==> config.mk <==
export PLATFORM = sky130hd
export DESIGN_NAME = regfile_wb_arbiter
export DESIGN_NICKNAME = d
export VERILOG_FILES = /design/src/rtl/regfile_wb_arbiter.sv
export SDC_FILE = /design/constraint.sdc
export NUM_CORES = 1
export LEC_CHECK = 0
export ABC_AREA = 1
export BUFFER_PORTS_ARGS = -buffer_cell sky130_fd_sc_hd__buf_2
export CAP_MARGIN = 20
export CORE_AREA = 2 2 158 121
export DETAILED_ROUTE_END_ITERATION = 8
export DIE_AREA = 0 0 160 123
export GPL_ROUTABILITY_DRIVEN = 0
export MAX_ROUTING_LAYER = met4
export PLACE_DENSITY = 0.69
export SLEW_MARGIN = 20
export SYNTH_ARGS = -nofsm -noshare
export SYNTH_HDL_FRONTEND = slang
export SYNTH_SLANG_ARGS = --single-unit
export TNS_END_PERCENT = 30
==> constraint.sdc <==
create_clock -name clk -period 1.4 [get_ports clk]
set_input_delay 0.07 -clock clk [delete_from_list [all_inputs] [get_ports clk]]
set_output_delay 0.07 -clock clk [all_outputs]
set_load 0.02 [all_outputs]
==> src/rtl/regfile_wb_arbiter.sv <==
// Writeback arbiter in front of the regfile write port.
// Two writeback requesters (ALU on req0, load on req1) share we3/wa3/wd3
// through a round-robin grant. A per-register scoreboard tracks
// destinations reserved by issue until their write commits, and flags
// RAW hazards for the instruction currently in issue.
module regfile_wb_arbiter #(
    parameter int unsigned NREG = 32,
    parameter int unsigned AW   = 5,
    parameter int unsigned DW   = 64
) (
    input  logic            clk,
    input  logic            reset,

    input  logic            req0_valid,
    input  logic [AW-1:0]   req0_addr,
    input  logic [DW-1:0]   req0_data,
    output logic            req0_ready,

    input  logic            req1_valid,
    input  logic [AW-1:0]   req1_addr,
    input  logic [DW-1:0]   req1_data,
    output logic            req1_ready,

    input  logic            rsv_valid,
    input  logic [AW-1:0]   rsv_addr,
    output logic            rsv_ready,

    input  logic [AW-1:0]   chk_ra1,
    input  logic [AW-1:0]   chk_ra2,
    output logic            hazard,

    output logic            we3,
    output logic [AW-1:0]   wa3,
    output logic [DW-1:0]   wd3,

    output logic [NREG-1:0] pending
);

    // Highest register index is the zero register; writes to it are dropped.
    localparam logic [AW-1:0] XZR = AW'(NREG - 1);

    // 1 = req1 was granted last, so req0 wins the next tie.
    logic            last_grant;

    logic            grant0_c;
    logic            grant1_c;
    logic            grant_any_c;
    logic [AW-1:0]   win_addr_c;
    logic [DW-1:0]   win_data_c;
    logic            win_real_c;
    logic            rsv_take_c;
    logic [NREG-1:0] pending_nxt_c;

    // Round-robin grant: a lone requester always wins, a tie goes to the
    // requester that did not win last time.
    always_comb begin
        grant0_c = 1'b0;
        grant1_c = 1'b0;
        if (req0_valid && req1_valid) begin
            grant0_c = last_grant;
            grant1_c = ~last_grant;
        end else begin
            grant0_c = req0_valid;
            grant1_c = req1_valid;
        end
    end

    assign req0_ready  = grant0_c;
    assign req1_ready  = grant1_c;
    assign grant_any_c = grant0_c | grant1_c;

    // Select the winning payload; an xzr destination is accepted but not written.
    always_comb begin
        win_addr_c = req0_addr;
        win_data_c = req0_data;
        if (grant1_c) begin
            win_addr_c = req1_addr;
            win_data_c = req1_data;
        end
        win_real_c = grant_any_c && (win_addr_c != XZR);
    end

    // Remember who won last; idle cycles leave the history untouched.
    always_ff @(posedge clk or negedge reset) begin
        if (!reset) begin
            last_grant <= 1'b1;
        end else if (grant0_c) begin
            last_grant <= 1'b0;
        end else if (grant1_c) begin
            last_grant <= 1'b1;
        end
    end

    // Registered regfile write port; address/data hold when nothing is written.
    always_ff @(posedge clk or negedge reset) begin
        if (!reset) begin
            we3 <= 1'b0;
            wa3 <= '0;
            wd3 <= '0;
        end else begin
            we3 <= win_real_c;
            if (win_real_c) begin
                wa3 <= win_addr_c;
                wd3 <= win_data_c;
            end
        end
    end

    // A reservation must wait while its register still has an outstanding
    // write, including the cycle in which that write is committing.
    assign rsv_ready  = ~pending[rsv_addr] | (rsv_addr == XZR);
    assign rsv_take_c = rsv_valid & rsv_ready & (rsv_addr != XZR);

    // RAW check for both sources of the instruction in issue.
    assign hazard = (pending[chk_ra1] & (chk_ra1 != XZR))
                  | (pending[chk_ra2] & (chk_ra2 != XZR));

    // Scoreboard update: commit clears, reservation sets, set applied last so it wins.
    always_comb begin
        pending_nxt_c = pending;
        if (we3) begin
            pending_nxt_c[wa3] = 1'b0;
        end
        if (rsv_take_c) begin
            pending_nxt_c[rsv_addr] = 1'b1;
        end
        pending_nxt_c[NREG-1] = 1'b0;
    end

    // Scoreboard register; reset discards every outstanding reservation.
    always_ff @(posedge clk or negedge reset) begin
        if (!reset) begin
            pending <= '0;
        end else begin
            pending <= pending_nxt_c;
        end
    end

endmodule

Yosys cells after proc, flatten, opt, wreduce, memory -nomap -nowiden --
Index checks and enable logic that the tools add are counted.
Storage, ports and cells: flip-flop bits (word level) 102, output and inout bits 106
Operators by class: eq/ne operators 5, bitwise logic cells 12, reductions and logical operators 5, order comparisons 6, mux-type cells 18
Operators by type and width (number):
- $mux W64 | 1
- $mux W31 | 2
- $and A31 B31 Y31 | 1
- $not A31 Y31 | 1
- $or A31 B31 Y31 | 1
- $lt A5 B6 Y1 const B | 4
- $ne A5 B5 Y1 const B | 4
- $bmux W1 S5 | 3
- $demux W1 S5 | 2
- $ge A5 B1 Y1 const B | 2
- $mux W1 | 9
- $eq A5 B5 Y1 const B | 1
- $mux W5 | 1
- $and A1 B1 Y1 | 4
- $logic_and A1 B1 Y1 | 4
- $or A1 B1 Y1 | 3
- $not A1 Y1 | 2
- $reduce_bool A2 Y1 | 1

Longest topological paths before layout --
depth in word-level cells 9, mapped depth 14, gate-level depth less buffers 12

Worst setup path after synthesis --
OpenSTA, ideal clock, no wires.
kind register to register, from reg last_grant, to reg wd3[48], path buffers 2, cell stages (with the launch flop) 14, setup slack -0.154 ns, arrival time 1.437 ns, cells stage by stage dfstp_2 nand2_1 nand2_2 inv_2 nand2_1 nand2_1 nand2_1 nor2_1 nand2_1 nand2_2 buf_6 buf_6 nand2_1 nand2_1
Between the ends: word-level cells in the longest chain between the ends 5
RTL lines:
- start: declaration | line 43 | logic last_grant;
- start signal: assignment | line 86 | last_grant <= 1'b1;
- start signal: assignment | line 88 | last_grant <= 1'b0;
- start signal: assignment | line 90 | last_grant <= 1'b1;
- $not A1 Y1 | line 61 | grant1_c = ~last_grant;
- $mux W1 | line 59 | if (req0_valid && req1_valid) begin
- $mux W5 | line 76 | if (grant1_c) begin
- $ne A5 B5 Y1 | line 80 | win_real_c = grant_any_c && (win_addr_c != XZR);
- $logic_and A1 B1 Y1 | line 80
- end signal: assignment | line 104 | wd3 <= win_data_c;
- end: declaration | line 34 | output logic [DW-1:0] wd3,
Several ways; a longest one is shown, not always the timed one. A chain may end at the register's enable or synchronous reset.

Worst setup path in the final report --
from reg last_grant, to reg wd3[52]
Same word-level chain as after synthesis.

==> out/qor.yml <==
dpl.cell_count: 1542
core-area_um2: 18180
die_x_um: 160
final_area_um2: 9558
synth.distinct_cells: 23
avgSynthCellArea_um2: 6.229
synth_area_leaders: "dfrtp_1 (40%), nand2_1 (36%), nand3_1 (5.0%)"
dp_hpwl_um: 17070
place_ws_ps: -438.6
fillCellCount: 1806
finalCritPeriodShare: 1.260
io_pins: 264
ir_worst_vdd_v: 0.0007025
ys_seq_area_frac: 0.4071
path_buf_inv: 2
worstPathMaxFanout: 14
tightest_slew_ps: 502.8
synth_area_leader_cell: "dfrtp_1"
grt_max_degree: 44
max_slew_margin: 0.6639
dieArea_um2: 19680
grt_pass1_wl_um: 38170
cp_cell_sequence: "nand2_2 > nand2_4 > nand2_1 > nand2_1 > nand2_1 > nor2_1 > nand2_1 > nand2_4 > inv_8 > buf_12 > nand2_1 > nand2_1"
start_util: 0.3449
path_delay_family: "simple AND/OR/NAND/NOR gates"
max_clock_freq_mhz: 566.9
fin_cells: 1636
required_ps: 1640
route.detailed.drc: 0
skew_ps: 13.82
synth.most_common_cell: "nand2_1"
finalSetupTns_ps: -27860
routed_wl_um: 24320
cts_root_buf: "clkbuf_16"
drt_iter0_markers: 535
rsz0062_at_grt: "true"
clk_latency_ps: 360
power.density_nw_per_um2: 1372
drive_gt1_frac: 0.2932
rr_startpoint: "last_grant"
htree_levels: 3
fp.dieH_um: 123
cp_slowest_stage_delay_ps: 540
vias_per_cell: 4.844
synth_common_cells: "nand2_1 (594), dfrtp_1 (101), inv_1 (67), nand3_1 (63), nor2_1 (41)"
fin_crit_ps: 1764
overflow: 0
final_antenna_net_count: 0
finalWorstSetupSlack_ps: -364.0
r2r_slack_ps: -360
drv_slew: 0
hold_viol_final: 0
tritoncts: "yes"
holdPathStages: 5
synth_top_area_frac: 0.4030
syn_area_um2: 6272
numCtsBuffers: 9
final-setup-viol-count: 104
first_pass_iters: 6
syn_to_final_growth_pct: 52.38
core.rowCount: 43
violations: "setup timing"
drv_cap: 0
yosysWarnings: 0
worst_ep_arrival_time_ps: 2010
whs_ps: 8.331
syn_inst: 1007
cellLeakagePower_nw: 5.526
hp-start: "req1_data[15]"
wire_per_inst_um: 14.86
cts.sink_count: 102
worstHoldEndpoint: "wd3[15]"
synth_flop_cell: "dfrtp_1"
slowest_stage: "dfstp_2"
grt_use_total: 0.2550
worstSetupPathType: "reg -> reg"
synth_seq_cells: 102
synth_edf_count: 0
first_global_vias: 7537
fin_nets: 1541
hold_class: "in -> reg"
critPathLaunchType: "register"
crit_top_cell: "nand2_1"
rr_worst_depth: 12
vias: 7924
status: "finished, violations left"
async_reset_ff_frac: 1.000
reg2reg_to: "wd3[52]"
post_dp_cell_area_um2: 8302
synthesis.nets: 1165
antenna_found_initial: 1
critPathCaptureType: "register"
clkTransAtPathRegs_ps: 90
clockBufferDepth: 2
io_buffer_count: 262
[cells in the final DEF (no fill, tap or decap), drive strengths merged]
cell type / count
clkbuf: 9
diode: 1
nand3: 63
nand2: 597
o21a: 1
dfstp: 1
inv: 74
o21ai: 36
nor3: 7
dfrtp: 101
nand4: 33
o211ai: 1
a21oi: 1
dlygate4sd3: 58
conb: 1
and2: 1
nor2: 45
clkinv: 5
buf: 354
[how the worst max path moves through the flow]
stage / end / startpoint / cells after the start / slack, ps
5_1_grt: hazard / pending[12] / 14 / -480
3_3_place_gp: wd3[38] / last_grant / 11 / -370
6_report: wd3[52] / last_grant / 12 / -360
3_5_place_dp: wd3[51] / last_grant / 11 / -440
4_1_cts: hazard / pending[25] / 14 / -330
2_1_floorplan: wd3[48] / last_grant / 13 / -150
[per-layer routing]
metal	global-route usage	vias up	part of all wire
met5	-	-	0
met4	0.1267	0	0.048
met3	0.04864	76	0.079
met2	0.4129	405	0.46
met1	0.3099	3569	0.42
li1	-	3874	-
[flip-flops by register name, indices dropped and copies added, names as in the netlist]
name and count:
last_grant 1, pending 31, wa3 5, wd3 64, we3 1
[power by group]
group          switching, W  internal (W)
combinational       0.00373       0.00260
sequential         0.000440       0.00364
clock               0.00138       0.00132
[worst min-delay path, delay by kind of cell]
| family | cells | cell delay, ps |
|---|---|---|
| AND/OR/NAND/NOR | 4 | 200 |
| buffers and inverters | 1 | 70 |
[cell families after synthesis]
group,Yosys count,synth area share
flops,102,0.4071
compound gates,39,0.03192
simple gates,744,0.4764
buf+inv,121,0.08398
other cells,1,0.0005979
[per-stage QoR]
step,total power (W),util
after global placement,0.009664,0.4565
after detailed placement,0.009742,0.4565
final,0.01311,0.5256
after CTS,0.01294,0.5202
after floorplan,0.007060,-
after global routing,0.01393,0.5256
[cell type report]
| cell class | instances | area [µm²] | share of cell area |
|---|---|---|---|
| Antenna cell | 1 | 2.502 | 0.0002618 |
| Tap cell | 247 | 309.0 | 0.03233 |
| Sequential cell | 102 | 2554 | 0.2672 |
| Inverter | 72 | 280.3 | 0.02932 |
| Timing Repair Buffer | 412 | 2824 | 0.2955 |
| Clock inverter | 7 | 103.9 | 0.01087 |
| Clock buffer | 9 | 225.2 | 0.02356 |
| Multi-Input combinational cell | 786 | 3259 | 0.3410 |
[repair_timing]
action                     CTS  global route
pin swaps                   18            21
hold endpoints to repair   136             0
buffers inserted             8             6
setup endpoints to repair  104           105
cloned                       5             0
resized for setup           37            24
hold buffers                58             0
No activity file was read; power rests on OpenSTA's default activity.
